==> src/rtl/mem_stage_if.sv <==
// EX->MS, SRAM read-data and MS->WB signals of the memory stage.
// The slave modport is the stage itself; master is the surrounding pipeline.
interface mem_stage_if #(
  parameter int EXZ_W = 86
);
  logic             es_to_ms_valid;
  logic             ms_allowin;
  logic [31:0]      es_pc;
  logic             es_rf_we;
  logic [4:0]       es_rf_waddr;
  logic [31:0]      es_result;
  logic             es_res_from_mem;
  logic [4:0]       es_ld_inst;
  logic             es_csr_re;
  logic [EXZ_W-1:0] es_ex_zip;
  logic [31:0]      data_sram_rdata;
  logic             ws_allowin;
  logic             wb_ex;
  logic             ms_to_ws_valid;
  logic [31:0]      ms_pc;
  logic             ms_rf_we;
  logic [4:0]       ms_rf_waddr;
  logic [31:0]      ms_final_result;
  logic [31:0]      ms_vaddr;
  logic             ms_res_from_mem;
  logic             ms_csr_re;
  logic [EXZ_W-1:0] ms_ex_zip;
  logic             ms_ex;

  modport slave (
    input  es_to_ms_valid, es_pc, es_rf_we, es_rf_waddr, es_result,
           es_res_from_mem, es_ld_inst, es_csr_re, es_ex_zip,
           data_sram_rdata, ws_allowin, wb_ex,
    output ms_allowin, ms_to_ws_valid, ms_pc, ms_rf_we, ms_rf_waddr,
           ms_final_result, ms_vaddr, ms_res_from_mem, ms_csr_re,
           ms_ex_zip, ms_ex
  );

  modport master (
    output es_to_ms_valid, es_pc, es_rf_we, es_rf_waddr, es_result,
           es_res_from_mem, es_ld_inst, es_csr_re, es_ex_zip,
           data_sram_rdata, ws_allowin, wb_ex,
    input  ms_allowin, ms_to_ws_valid, ms_pc, ms_rf_we, ms_rf_waddr,
           ms_final_result, ms_vaddr, ms_res_from_mem, ms_csr_re,
           ms_ex_zip, ms_ex
  );
endinterface

==> src/rtl/mem_stage.sv <==
// Memory-access pipeline stage between EX and WB. Holds the EX result,
// picks up the SRAM word the cycle after entry, extends load data and keeps
// that word in a buffer while WB stalls so the result never drifts.
module mem_stage #(
  parameter int EXZ_W = 86
) (
  input logic         clk,
  input logic         resetn,
  mem_stage_if.slave  bus
);

  logic             r_ms_valid;
  logic [31:0]      r_pc;
  logic             r_rf_we;
  logic [4:0]       r_rf_waddr;
  logic [31:0]      r_vaddr;
  logic             r_res_from_mem;
  logic [4:0]       r_ld_inst;
  logic             r_csr_re;
  logic [EXZ_W-1:0] r_ex_zip;
  logic             r_first;
  logic [31:0]      r_rbuf;
  logic             r_rbuf_valid;

  logic             w_ms_allowin;
  logic             w_load;
  logic             w_ms_ex;
  logic [31:0]      w_rdata_sel;
  logic [7:0]       w_byte;
  logic [15:0]      w_half;
  logic [31:0]      w_ext;

  // The stage never needs extra cycles, so it frees up as soon as WB takes it.
  assign w_ms_allowin = ~r_ms_valid | bus.ws_allowin;
  assign w_load       = bus.es_to_ms_valid & w_ms_allowin & ~bus.wb_ex;
  // Any recorded exception, including ertn, must block younger stores in EX.
  assign w_ms_ex      = r_ms_valid & (|r_ex_zip[6:0]);

  // Valid bit: a WB flush empties the stage before anything else is considered.
  always_ff @(posedge clk) begin
    if (!resetn)          r_ms_valid <= 1'b0;
    else if (bus.wb_ex)   r_ms_valid <= 1'b0;
    else if (w_ms_allowin) r_ms_valid <= bus.es_to_ms_valid;
  end

  // Payload registers take EX values only on an accepted, unflushed handoff.
  always_ff @(posedge clk) begin
    if (!resetn) begin
      r_pc           <= 32'b0;
      r_rf_we        <= 1'b0;
      r_rf_waddr     <= 5'b0;
      r_vaddr        <= 32'b0;
      r_res_from_mem <= 1'b0;
      r_ld_inst      <= 5'b0;
      r_csr_re       <= 1'b0;
      r_ex_zip       <= '0;
    end else if (w_load) begin
      r_pc           <= bus.es_pc;
      r_rf_we        <= bus.es_rf_we;
      r_rf_waddr     <= bus.es_rf_waddr;
      r_vaddr        <= bus.es_result;
      r_res_from_mem <= bus.es_res_from_mem;
      r_ld_inst      <= bus.es_ld_inst;
      r_csr_re       <= bus.es_csr_re;
      r_ex_zip       <= bus.es_ex_zip;
    end
  end

  // Marks the single cycle in which the SRAM output belongs to this instruction.
  always_ff @(posedge clk) begin
    if (!resetn) r_first <= 1'b0;
    else         r_first <= w_load;
  end

  // Read buffer: keeps the first-cycle word while WB holds the stage.
  always_ff @(posedge clk) begin
    if (!resetn) begin
      r_rbuf       <= 32'b0;
      r_rbuf_valid <= 1'b0;
    end else if (bus.wb_ex) begin
      r_rbuf_valid <= 1'b0;
    end else if (r_first & ~bus.ws_allowin) begin
      r_rbuf       <= bus.data_sram_rdata;
      r_rbuf_valid <= 1'b1;
    end else if (r_ms_valid & bus.ws_allowin) begin
      r_rbuf_valid <= 1'b0;
    end
  end

  // A stale buffer is never selected; after the first cycle a live load always has it filled.
  assign w_rdata_sel = r_first      ? bus.data_sram_rdata :
                       r_rbuf_valid ? r_rbuf : 32'b0;

  // Lane selection and sign/zero extension for the load width in flight.
  always_comb begin
    w_byte = w_rdata_sel[7:0];
    case (r_vaddr[1:0])
      2'd1:    w_byte = w_rdata_sel[15:8];
      2'd2:    w_byte = w_rdata_sel[23:16];
      2'd3:    w_byte = w_rdata_sel[31:24];
      default: w_byte = w_rdata_sel[7:0];
    endcase
    w_half = r_vaddr[1] ? w_rdata_sel[31:16] : w_rdata_sel[15:0];
    w_ext  = w_rdata_sel;
    if (r_ld_inst[4])      w_ext = {{24{w_byte[7]}}, w_byte};
    else if (r_ld_inst[3]) w_ext = {24'b0, w_byte};
    else if (r_ld_inst[2]) w_ext = {{16{w_half[15]}}, w_half};
    else if (r_ld_inst[1]) w_ext = {16'b0, w_half};
    else if (r_ld_inst[0]) w_ext = w_rdata_sel;
  end

  assign bus.ms_allowin      = w_ms_allowin;
  assign bus.ms_to_ws_valid  = r_ms_valid;
  assign bus.ms_pc           = r_pc;
  assign bus.ms_rf_we        = r_ms_valid & r_rf_we & ~w_ms_ex;
  assign bus.ms_rf_waddr     = r_rf_waddr;
  assign bus.ms_final_result = r_res_from_mem ? w_ext : r_vaddr;
  assign bus.ms_vaddr        = r_vaddr;
  assign bus.ms_res_from_mem = r_ms_valid & r_res_from_mem;
  assign bus.ms_csr_re       = r_csr_re;
  assign bus.ms_ex_zip       = r_ex_zip;
  assign bus.ms_ex           = w_ms_ex;

endmodule

==> src/flat_wrapper.sv <==
// flat-port wrapper written by rule: the top's interface ports become plain ports
module mem_stage_flat 
#(
  parameter int EXZ_W = 86
)
  (clk, resetn, bus_es_to_ms_valid, bus_es_pc, bus_es_rf_we, bus_es_rf_waddr, bus_es_result, bus_es_res_from_mem, bus_es_ld_inst, bus_es_csr_re, bus_es_ex_zip, bus_data_sram_rdata, bus_ws_allowin, bus_wb_ex, bus_ms_allowin, bus_ms_to_ws_valid, bus_ms_pc, bus_ms_rf_we, bus_ms_rf_waddr, bus_ms_final_result, bus_ms_vaddr, bus_ms_res_from_mem, bus_ms_csr_re, bus_ms_ex_zip, bus_ms_ex);
  mem_stage_if #(.EXZ_W(EXZ_W)) bus_i ();
  input logic clk;
  input logic resetn;
  input wire logic [$bits(bus_i.es_to_ms_valid)-1:0] bus_es_to_ms_valid;
  input wire logic [$bits(bus_i.es_pc)-1:0] bus_es_pc;
  input wire logic [$bits(bus_i.es_rf_we)-1:0] bus_es_rf_we;
  input wire logic [$bits(bus_i.es_rf_waddr)-1:0] bus_es_rf_waddr;
  input wire logic [$bits(bus_i.es_result)-1:0] bus_es_result;
  input wire logic [$bits(bus_i.es_res_from_mem)-1:0] bus_es_res_from_mem;
  input wire logic [$bits(bus_i.es_ld_inst)-1:0] bus_es_ld_inst;
  input wire logic [$bits(bus_i.es_csr_re)-1:0] bus_es_csr_re;
  input wire logic [$bits(bus_i.es_ex_zip)-1:0] bus_es_ex_zip;
  input wire logic [$bits(bus_i.data_sram_rdata)-1:0] bus_data_sram_rdata;
  input wire logic [$bits(bus_i.ws_allowin)-1:0] bus_ws_allowin;
  input wire logic [$bits(bus_i.wb_ex)-1:0] bus_wb_ex;
  output wire logic [$bits(bus_i.ms_allowin)-1:0] bus_ms_allowin;
  output wire logic [$bits(bus_i.ms_to_ws_valid)-1:0] bus_ms_to_ws_valid;
  output wire logic [$bits(bus_i.ms_pc)-1:0] bus_ms_pc;
  output wire logic [$bits(bus_i.ms_rf_we)-1:0] bus_ms_rf_we;
  output wire logic [$bits(bus_i.ms_rf_waddr)-1:0] bus_ms_rf_waddr;
  output wire logic [$bits(bus_i.ms_final_result)-1:0] bus_ms_final_result;
  output wire logic [$bits(bus_i.ms_vaddr)-1:0] bus_ms_vaddr;
  output wire logic [$bits(bus_i.ms_res_from_mem)-1:0] bus_ms_res_from_mem;
  output wire logic [$bits(bus_i.ms_csr_re)-1:0] bus_ms_csr_re;
  output wire logic [$bits(bus_i.ms_ex_zip)-1:0] bus_ms_ex_zip;
  output wire logic [$bits(bus_i.ms_ex)-1:0] bus_ms_ex;
  assign bus_i.es_to_ms_valid = bus_es_to_ms_valid;
  assign bus_i.es_pc = bus_es_pc;
  assign bus_i.es_rf_we = bus_es_rf_we;
  assign bus_i.es_rf_waddr = bus_es_rf_waddr;
  assign bus_i.es_result = bus_es_result;
  assign bus_i.es_res_from_mem = bus_es_res_from_mem;
  assign bus_i.es_ld_inst = bus_es_ld_inst;
  assign bus_i.es_csr_re = bus_es_csr_re;
  assign bus_i.es_ex_zip = bus_es_ex_zip;
  assign bus_i.data_sram_rdata = bus_data_sram_rdata;
  assign bus_i.ws_allowin = bus_ws_allowin;
  assign bus_i.wb_ex = bus_wb_ex;
  assign bus_ms_allowin = bus_i.ms_allowin;
  assign bus_ms_to_ws_valid = bus_i.ms_to_ws_valid;
  assign bus_ms_pc = bus_i.ms_pc;
  assign bus_ms_rf_we = bus_i.ms_rf_we;
  assign bus_ms_rf_waddr = bus_i.ms_rf_waddr;
  assign bus_ms_final_result = bus_i.ms_final_result;
  assign bus_ms_vaddr = bus_i.ms_vaddr;
  assign bus_ms_res_from_mem = bus_i.ms_res_from_mem;
  assign bus_ms_csr_re = bus_i.ms_csr_re;
  assign bus_ms_ex_zip = bus_i.ms_ex_zip;
  assign bus_ms_ex = bus_i.ms_ex;
  mem_stage #(.EXZ_W(EXZ_W)) u_core (.clk(clk), .resetn(resetn), .bus(bus_i));
endmodule
==> config.mk <==
export PLATFORM = sky130hd
export DESIGN_NAME = mem_stage_flat
export DESIGN_NICKNAME = d
export VERILOG_FILES = /design/src/rtl/mem_stage_if.sv /design/src/rtl/mem_stage.sv /design/src/flat_wrapper.sv
export SDC_FILE = /design/constraint.sdc
export NUM_CORES = 1
export LEC_CHECK = 0
export BUFFER_PORTS_ARGS = -buffer_cell sky130_fd_sc_hd__buf_4
export CORE_MARGIN = 8
export CORE_UTILIZATION = 35
export DETAILED_ROUTE_END_ITERATION = 10
export PLACE_DENSITY = 0.71
export SLEW_MARGIN = 25
export SYNTH_ARGS = -nofsm -noshare
export SYNTH_HDL_FRONTEND = slang
export SYNTH_SLANG_ARGS = --single-unit
==> constraint.sdc <==
create_clock -name clk -period 3.7 [get_ports clk]
set_input_delay 0.555 -clock clk [delete_from_list [all_inputs] [get_ports clk]]
set_output_delay 0.555 -clock clk [all_outputs]
set_load 0.02 [all_outputs]
==> summary.md <==
The run finished with clean final reports. The total setup buffers inserted after CTS is 0. The post-detailed-route wirelength per cell is 18.3 um, and the detailed router's first-iteration violation count is 696. The final critical delay including setup and external delays is 3.45 ns. The tools report the global-route usage over all layers as 0.209.

In this run the cell area measured after placement is 0.0120 mm2. The total of flip-flops plus latches after synthesis is 197. The critical setup path kind was reg -> out. Together, buffers and inverters on the worst path number 2. The startpoint identified for the worst hold timing path is bus_es_ex_zip[21]. Setup violations remaining at the end of the flow were counted as 0.

The startpoint identified for the worst register-to-register timing path is u_core.bus.ms_to_ws_valid. Counting every sink on the clock net gives 197. The finished cells cover 0.0126 mm2. For this block, the via count after detailed routing is 9182. Yosys attributes the largest share of cell area to dfxtp_1, nand2_1, a21boi_0, a221oi_1, clkbuf_1.

The post-route fraction of the period consumed by the critical path works out to 0.932. The share of post-route cells with drive strength above 1 was 0.303; the number of slew-limit violations in the final report was 0. The total of cells resized after clock tree synthesis was 0. The tool flagged a number of max-cap violations equal to 0. The congestion estimate from routability-driven global placement came to 0.951. The via-per-instance ratio is 5.04. The commonest non-fill, non-tap cell in the layout is nand2_1. The run gives 0.00888 mm2 as the synthesized area. The longest clock path from root to sink contains 2 buffers. The internal portion of the total power is 3.48 mW.

The endpoint identified for the worst register-to-register timing path is u_core.bus.ms_ex_zip[45]. The tools report the I/O pin total as 393. For the starting density of the core, the log shows 0.355.

The switching portion of total power is 0.289, and the area overhead of the layout relative to synthesis is 41.8%. The run gives 0.667 ns as the worst slack at placement. The run gives 1.42 mW as the net switching component of the power. Counting distinct cell types in the post-synthesis netlist gives 39. The run gives 1140 as the number of cells produced by synthesis. The H-tree was split into 4 levels. The count of input and output buffers was 391; the number of nets in the synthesized netlist was 1340.

Clock-pin slew was measured on the worst setup and hold paths at 0.08 ns. Data arrives at the worst endpoint at 2.89 ns. The worst-path cell with the longest stage delay was dfxtp_2. Once detail routing completed, the nets flagged for antenna violations numbered 0. In the layout the commonest cells are nand2_1, buf_4, dfxtp_1.

The path class of the tightest hold or removal check is in -> reg. The site row count came out at 58. Setup repair after global routing left no endpoint under its margin. The multi-input combinational cells in the finished layout cover a total of 0.00447 mm2. The run gives 0.0250 mm2 as the area inside the core boundary. Along the worst path, the maximum fanout reaches 36.

The tools report the worst setup slack after layout as 0.251 ns. Along the worst hold path, the cell count comes to 3. For the worst-skew pair, the clock arrives at the later sink with an insertion delay of 0.43 ns. The largest area contributor in the netlist is dfxtp_1. The run gives 0 ns as the final sum of negative setup slack. The final number of hold-violating endpoints is 0, and the average size of a mapped cell is 7.79 um2.

The via count of the first global-routing pass was 9140; the worst setup skew after layout was 0.0162 ns. The logs give 0.00395 mm2 for the area of all sequential standard cells and 0 for the total of warnings raised by yosys. Walking the worst path, the cells encountered are buf_4 -> nor3b_1 -> a221oi_1 -> a32oi_1 -> buf_4. For the power share of the clock group, the log shows 0.370. The logs give 0.166 for the power share of the combinational group and 0.0307 mm2 for the full die area. Counting the buffers created by CTS gives 17.

In this run the horizontal extent of the chip is 175 um. The share of total power in sequential cells came out at 0.464. The top cell type's share of synthesized area is 0.444.

The actual slew at the worst max-slew pin came out at 0.783 ns. In this run the static leakage power is 5.17 nW. The initial antenna violation count was 2; the total power density per cell area was 389 mW/mm2. IR analysis of the VDD net gives a maximum drop of 0.309 mV. For this run, the post-layout net count is 1677. The worst slew margin relative to its limit is 0.478, and the number of synthesized flops with an enable pin is 0. The vertical die dimension is 175 um, and the fmax is 290 MHz.

For this run, the slowest stage of the critical path takes 0.68 ns. The routed design has 33.4 mm of wire. Data on the critical path is required at its endpoint by 3.14 ns. The half-perimeter wire length after detailed placement was 25.0 mm. The tools report the kind of capture point of the worst setup path as an output port. The tools report the fraction of the yosys area taken by sequential cells as 0.444.

The worst setup path is launched from a flip-flop. The number of hold buffers added after CTS was 0. The setup check on the worst reg-to-reg path leaves a slack of 1.69 ns. The most used flip-flop cell after synthesis is dfxtp_1. The post-synthesis async set-or-reset flop share is 0, and the first-pass GRT wire length is 51.4 mm. The tree is rooted in a clkbuf_16. In the routed design, unresolved DRC markers number 0. TritonCTS built the clock tree.

For the maximum number of pins on one net before global-route repair, the log shows 101. The cell depth of the worst flop-to-flop path was 5; the residual overflow from global routing was 0. Fill cells in the final layout number 2454. By instance count, the cell type seen most on the critical path is buf_4. Broken down by cell family, the worst path's largest delay share belongs to flip-flops. The number of optimization iterations in the first detailed-route pass was 5.

The endpoint with the worst hold slack is u_core.bus.ms_ex_zip[21].
sequential cells by signal, indices dropped and copies added, names as in the netlist:
name / flops
u_core.r_rbuf: 32
u_core.bus.ms_rf_waddr: 5
u_core.bus.ms_pc: 32
u_core.bus.ms_vaddr: 32
u_core.bus.ms_to_ws_valid: 1
u_core.r_res_from_mem: 1
u_core.r_rbuf_valid: 1
u_core.r_ld_inst: 4
u_core.r_rf_we: 1
u_core.bus.ms_csr_re: 1
u_core.bus.ms_ex_zip: 86
u_core.r_first: 1
power groups by stage:
stage | Combinational [mW] | Clock [mW] | Sequential (mW)
after CTS | 0.818 | 1.87 | 2.27
after floorplan | 0.302 | 0 | 2.40
after global routing | 0.882 | 1.94 | 2.29
after detailed placement | 0.817 | 0 | 2.32
final | 0.813 | 1.81 | 2.27
after global placement | 0.808 | 0 | 2.32
area by class of cell:
class | instances | share of cell area
clock inverter | 13 | 0.0109
inverter | 18 | 0.00537
timing repair buffer | 410 | 0.248
multi-input combinational | 833 | 0.355
sequential | 197 | 0.313
antenna | 2 | 0.000397
clock buffer | 18 | 0.0341
tap | 330 | 0.0328
kinds of logic (layout without fill, tap and decap cells):
group                  after synthesis  in the layout  share of synthesized area
flip-flops                         197            197                      0.444
AND/OR/NAND/NOR                    519            519                      0.233
other                                0              2                          0
AO/OA/AOI/OAI                      310            310                      0.262
multiplexers                         4              4                    0.00761
buffers and inverters              110            459                     0.0534
through the flow:
stage | util | instances | power (mW) | hold slack [ns]
after detailed placement | 0.479 | 1787 | 3.14 | 0.455
final | 0.503 | 1821 | 4.90 | 0.376
after CTS | 0.502 | 1818 | 4.96 | 0.356
after floorplan | - | 1140 | 2.70 | 0.439
after global placement | 0.479 | 1786 | 3.13 | 0.449
after global routing | 0.503 | 1821 | 5.11 | 0.353
routing by layer:
layer,GRT usage,up-vias,part of all wire
met1,0.233,4238,0.38
met5,0,-,0
met2,0.358,402,0.49
li1,-,4505,-
met4,0.0717,0,0.023
met3,0.0822,37,0.11
cell usage after synthesis, types with 2 or more instances:
| master | instances |
|---|---|
| clkbuf_1 | 53 |
| a32oi_1 | 6 |
| nand4_1 | 2 |
| nor3b_1 | 2 |
| nor4_1 | 2 |
| dfxtp_1 | 197 |
| a221oi_1 | 29 |
| buf_4 | 2 |
| nor2_1 | 15 |
| nand2b_1 | 10 |
| buf_1 | 4 |
| a21boi_0 | 195 |
| inv_1 | 18 |
| a21oi_1 | 6 |
| nor2b_1 | 3 |
| o211ai_1 | 12 |
| and2_1 | 8 |
| buf_6 | 2 |
| o2111ai_1 | 2 |
| nand3b_1 | 5 |
| o221ai_1 | 22 |
| and2b_1 | 2 |
| mux2_2 | 2 |
| buf_2 | 31 |
| nor3_1 | 2 |
| mux4_2 | 2 |
| nand3_1 | 2 |
| nand2_1 | 462 |
| o21ai_0 | 32 |
worst max-delay path by stage:
stage                                      start                      end  slack [ns]  cells after the start
after floorplan           u_core.bus.ms_vaddr[1]  bus_ms_final_result[14]        1.23                      6
after global placement    u_core.bus.ms_vaddr[0]  bus_ms_final_result[31]        0.58                      5
after detailed placement          u_core.r_first   bus_ms_final_result[1]        0.67                      5
after CTS                         u_core.r_first   bus_ms_final_result[1]        0.22                      5
after global routing              u_core.r_first   bus_ms_final_result[1]        0.08                      5
final                             u_core.r_first   bus_ms_final_result[1]        0.25                      5
worst reg2reg max path: stages, from the launching register on:
cell and delay, ns:
dfxtp_1 0.37, and2b_1 0.22, nor3b_2 0.27, buf_4 0.67, nand2_1 0.21, a21boi_0 0.21
Note: power is estimated with default switching activity, not from simulation.
